`config.mk`:
```
export PLATFORM = sky130hd
export DESIGN_NAME = bus_drive_ctrl
export DESIGN_NICKNAME = d
export VERILOG_FILES = /design/src/rtl/bus_drive_ctrl.sv
export SDC_FILE = /design/constraint.sdc
export NUM_CORES = 1
export LEC_CHECK = 0
export CORE_UTILIZATION = 58
export DETAILED_ROUTE_END_ITERATION = 7
export GPL_ROUTABILITY_DRIVEN = 0
export PLACE_DENSITY = 0.83
export SLEW_MARGIN = 20
export SYNTH_ARGS = -nofsm -noshare
export SYNTH_HDL_FRONTEND = slang
export SYNTH_SLANG_ARGS = --single-unit
```
`constraint.sdc`:
```
create_clock -name clk_in -period 3.69 [get_ports clk_in]
set_input_delay 0.738 -clock clk_in [delete_from_list [all_inputs] [get_ports clk_in]]
set_output_delay 0.738 -clock clk_in [all_outputs]
set_load 0.03 [all_outputs]
```
`src/rtl/bus_drive_ctrl.sv`:
```
// Feeds a tri-state bus stage: buffers bytes in a small circular FIFO and sequences
// them onto the bus as enable-high hold periods separated by enable-low turnaround gaps.
module bus_drive_ctrl #(
    parameter int DATA_W      = 8,
    parameter int DEPTH       = 4,
    parameter int HOLD_CYCLES = 1,
    parameter int TURN_CYCLES = 1
) (
    input  logic                       clk_in,
    input  logic                       rst_in,
    input  logic [DATA_W-1:0]          wr_data_in,
    input  logic                       wr_valid_in,
    output logic                       wr_ready_out,
    input  logic                       grant_in,
    output logic [DATA_W-1:0]          data_bus_out,
    output logic                       en_out,
    output logic                       busy_out,
    output logic [$clog2(DEPTH):0]     count_out,
    output logic                       sent_out
);

    localparam int PTR_W  = $clog2(DEPTH);
    localparam int CNT_W  = PTR_W + 1;
    localparam int PH_MAX = (HOLD_CYCLES > TURN_CYCLES) ? HOLD_CYCLES : TURN_CYCLES;
    localparam int PH_W   = (PH_MAX > 1) ? $clog2(PH_MAX) : 1;

    localparam logic [PH_W-1:0]  HOLD_LAST = PH_W'(HOLD_CYCLES - 1);
    localparam logic [PH_W-1:0]  TURN_LAST = PH_W'((TURN_CYCLES > 0) ? TURN_CYCLES - 1 : 0);
    localparam logic [CNT_W-1:0] FULL_CNT  = CNT_W'(DEPTH);

    typedef enum logic [1:0] {
        IDLE,
        DRIVE,
        TURN
    } state_t;

    state_t            state;
    state_t            state_n;
    logic [PH_W-1:0]   phase;
    logic [PH_W-1:0]   phase_n;
    logic [DATA_W-1:0] mem [DEPTH];
    logic [PTR_W-1:0]  wr_ptr;
    logic [PTR_W-1:0]  rd_ptr;
    logic [CNT_W-1:0]  count;
    logic              push;
    logic              pop;
    logic              start;

    // Ready looks only at the registered count, so a same-cycle pop never frees a slot.
    assign wr_ready_out = (count < FULL_CNT);
    assign count_out    = count;
    assign push         = wr_valid_in && wr_ready_out;
    assign start        = (count != '0) && grant_in;

    always_comb begin
        state_n = state;
        phase_n = phase;
        pop     = 1'b0;
        case (state)
            IDLE: begin
                if (start) begin
                    state_n = DRIVE;
                    phase_n = '0;
                    pop     = 1'b1;
                end
            end
            DRIVE: begin
                if (phase == HOLD_LAST) begin
                    phase_n = '0;
                    if (TURN_CYCLES > 0) begin
                        state_n = TURN;
                    end else if (start) begin
                        state_n = DRIVE;
                        pop     = 1'b1;
                    end else begin
                        state_n = IDLE;
                    end
                end else begin
                    phase_n = phase + PH_W'(1);
                end
            end
            TURN: begin
                if (phase == TURN_LAST) begin
                    phase_n = '0;
                    if (start) begin
                        state_n = DRIVE;
                        pop     = 1'b1;
                    end else begin
                        state_n = IDLE;
                    end
                end else begin
                    phase_n = phase + PH_W'(1);
                end
            end
            default: begin
                state_n = IDLE;
                phase_n = '0;
            end
        endcase
    end

    // Outputs are registered from the next-state values so they line up with the state.
    always_ff @(posedge clk_in) begin
        if (rst_in) begin
            state        <= IDLE;
            phase        <= '0;
            wr_ptr       <= '0;
            rd_ptr       <= '0;
            count        <= '0;
            data_bus_out <= '0;
            en_out       <= 1'b0;
            sent_out     <= 1'b0;
            busy_out     <= 1'b0;
        end else begin
            state    <= state_n;
            phase    <= phase_n;
            en_out   <= (state_n == DRIVE);
            sent_out <= (state_n == DRIVE) && (phase_n == HOLD_LAST);
            busy_out <= (state_n != IDLE);
            if (push) begin
                wr_ptr <= wr_ptr + PTR_W'(1);
            end
            if (pop) begin
                rd_ptr       <= rd_ptr + PTR_W'(1);
                data_bus_out <= mem[rd_ptr];
            end
            case ({push, pop})
                2'b10:   count <= count + CNT_W'(1);
                2'b01:   count <= count - CNT_W'(1);
                default: count <= count;
            endcase
        end
    end

    always_ff @(posedge clk_in) begin
        if (push && !rst_in) begin
            mem[wr_ptr] <= wr_data_in;
        end
    end

endmodule
```
==> flow_summary.yaml <==
cells_and_area:
  fin_cells: 222
  layout-drive-gt1-share_pct: 11.9
  syn_to_final_growth_pct: 18.6
  antenna_cells: 0
  fillers: 212
  finalNetCount: 193
synthesis:
  postSynth.asyncResetShare_pct: 0
  synthMostInstantiatedCell: "edfxtp_1"
  synthAdderAreaFrac_pct: 3.84
  synth_area_leader_cell: "edfxtp_1"
  muxShareOfSynthArea_pct: 9.20
  synth-simple-area-share_pct: 7.28
  syn-cell-area_um2: 2150
  netlist_instances: 149
  ys_top_cells_by_area: "edfxtp_1, dfxtp_1, mux4_2, ha_1, a21oi_1"
  yosysTopAreaCellShare_pct: 44.7
  synth_warnings: 0
  synth_xor_xnor_area_share_pct: 1.22
  synth-edff-count: 32
  syn_avg_cell_area_um2: 14.4
  synth.top_cells.by_count: "edfxtp_1, dfxtp_1, a21oi_1"
  synth_nets: 167
  synth_top_family_by_area: "compound AO/OA/AOI/OAI gates"
  ys_ff_latch: 53
  ys.flop_type: "edfxtp_1"
  yosysSeqAreaShare_pct: 64.3
  ys_types: 33
  synth-compound-area-share_pct: 10.0
critical_path:
  critPathArrivalTime_ns: 2.86
  critical_path.max_fanout: 12
  cp-end-kind: "flip-flop"
  r2r_start: "count_out[1]$_SDFFE_PP0P_"
  rr_worst_depth: 8
  path_class: "in -> reg"
  r2r_slack_ns: 1.42
  r2r_end: "count_out[2]$_SDFFE_PP0P_"
  required_ns: 3.93
  start_kind: "primary input"
placement:
  dp_slack_ns: 0.760
  port_buffers: 26
  dp_cells: 214
  dp_hpwl_mm: 2.44
clock_tree:
  numCtsBuffers: 5
  cts.htree.levels: 2
  clockBufferDepth: 2
  clkSlewWorstSetupHoldPaths_ns: 0.09
  cts_tree: "yes"
  postCtsHoldBufs: 0
  clock-root-buffer: "clkbuf_8"
  clk_latency_ns: 0.30
  ctsResizeCount: 0
  clock-sinks: 53
  post_cts.repair.setup_buffers: 0
power_and_ir_drop:
  comb_power_share_pct: 30.9
  pwr-share-seq_pct: 44.3
  switching_share_pct: 32.3
  power.leakage_nw: 0.853
  p_int_mw: 1.23
  switching_power_mw: 0.589
  power.total_mw: 1.82
  power.density_nw_per_um2: 714
  irDropWorstVdd_uv: 389
  pwr-share-clk_pct: 24.7
sta:
  setup_viol: 0
  tightest_slew_ns: 0.703
  period_share_pct: 71.1
  finClkSkew_ns: 0.00439
  fin_ws_ns: 1.07
  finalHoldViolations: 0
  rsz0062_at_grt: "false"
  max_slew_margin_pct: 52.8
  final.setup.tns_ns: 0
  final.min_clock_period_ns: 2.62
  slew_violations: 0
  max_freq_mhz: 381
worst_hold_path:
  min_path_type: "reg -> reg"
  hp-start: "data_bus_out[4]$_SDFFE_PP0P_"
  hold_end: "data_bus_out[4]$_SDFFE_PP0P_"
  hold_depth: 2
grt:
  grt_pass1_vias: 1338
  grt_max_degree: 24
  grt_use_total_pct: 21.5
  antenna_found_initial: 0
  grt_overflow: 0
  grt_first_pass_wirelength_mm: 6.40
routing:
  drc_errors: 0
  drt-vias-per-instance: 5.67
  vias: 1259
  ant_nets: 0
  routedWlPerCell_um: 16.6
  first_pass_iters: 4
  drt-initial-drc-count: 82
  routed_wl_mm: 3.69
floorplan:
  dieArea_um2: 3950
  boundaryPins: 27
  die_h_um: 62.9
  row_count: 21
  fp.dieW_um: 62.9
  core_area_um2: 3440
  initial_core_util_pct: 62.4
status:
  status: "completed"
flow_run:
  maxCapViolCount: 0
-- final cells by class --
| cell class | instances | area, um2 | area share [%] |
|---|---|---|---|
| clock inverters | 3 | 65.1 | 2.55 |
| clock buffers | 5 | 68.8 | 2.70 |
| multi-input cells | 80 | 678 | 26.6 |
| inverters | 8 | 30.0 | 1.18 |
| repair buffers | 27 | 268 | 10.5 |
| flip-flops and latches | 53 | 1380 | 54.2 |
| well taps | 46 | 57.6 | 2.26 |
-- worst max path at each step --
| stage | depth (start not counted) | slack [ns] | from | endpoint |
|---|---|---|---|---|
| 2_1_floorplan | 8 | 1.48 | wr_valid_in | count_out[2]$_SDFFE_PP0P_ |
| 3_3_place_gp | 9 | 0.87 | grant_in | count_out[2]$_SDFFE_PP0P_ |
| 3_5_place_dp | 9 | 0.76 | grant_in | count_out[2]$_SDFFE_PP0P_ |
| 4_1_cts | 9 | 1.07 | grant_in | count_out[2]$_SDFFE_PP0P_ |
| 5_1_grt | 9 | 0.93 | grant_in | count_out[2]$_SDFFE_PP0P_ |
| 6_report | 9 | 1.07 | grant_in | count_out[2]$_SDFFE_PP0P_ |
-- per-stage QoR --
stage          hold WS (ns)  util, %  cell area [um2]
2_1_floorplan         0.469        -             2150
3_3_place_gp          0.467     70.2             2410
3_5_place_dp          0.474     70.2             2410
4_1_cts               0.486     74.0             2550
5_1_grt               0.503     74.0             2550
6_report              0.490     74.0             2550
-- power by group through the flow --
stage               clock network [mW]  logic (mW)  registers [mW]
floorplan                            0       0.335           0.877
global placement                     0       0.537           0.814
detailed placement                   0       0.560           0.820
CTS                              0.454       0.566           0.808
global route                     0.479       0.615           0.821
finish                           0.450       0.563           0.807
-- state kept, by name, indices dropped and copies added (netlist names) --
signal        flops
mem              32
data_bus_out      8
count_out         3
rd_ptr            2
state             2
wr_ptr            2
busy_out          1
en_out            1
phase             1
sent_out          1
-- cell usage in the layout (no fill, tap or decap), drive strengths merged, types with 5 or more instances in the layout --
cell type	count
edfxtp	32
clkdlybuf4s50	26
dfxtp	21
a21oi	13
o21ai	10
nor2	10
inv	8
nand3	8
mux4	8
ha	5
clkbuf	5
-- critical path, stage by stage --
cell,delay [ns]
clkdlybuf4s50_1,0.49
o31ai_2,0.17
nor2_1,0.21
ha_1,0.21
inv_1,0.06
fa_1,0.37
xor2_1,0.16
or3_1,0.31
a21oi_1,0.14
-- routing by layer --
layer	up-vias	share of wire, %	track usage [%]
met5	-	0	0
met1	616	43	26.3
met4	0	1.7	10.2
li1	604	-	-
met2	32	52	36.6
met3	7	3.2	3.83
-- cells by family after synthesis --
group,count (synthesis)
xor gates and xnor gates,3
adders and majority gates,6
and+or+nand+nor,30
DFF,53
AOI/OAI and AO/OA,32
muxes,9
buffers and inverters,16
(Power assumes the default switching activity.)
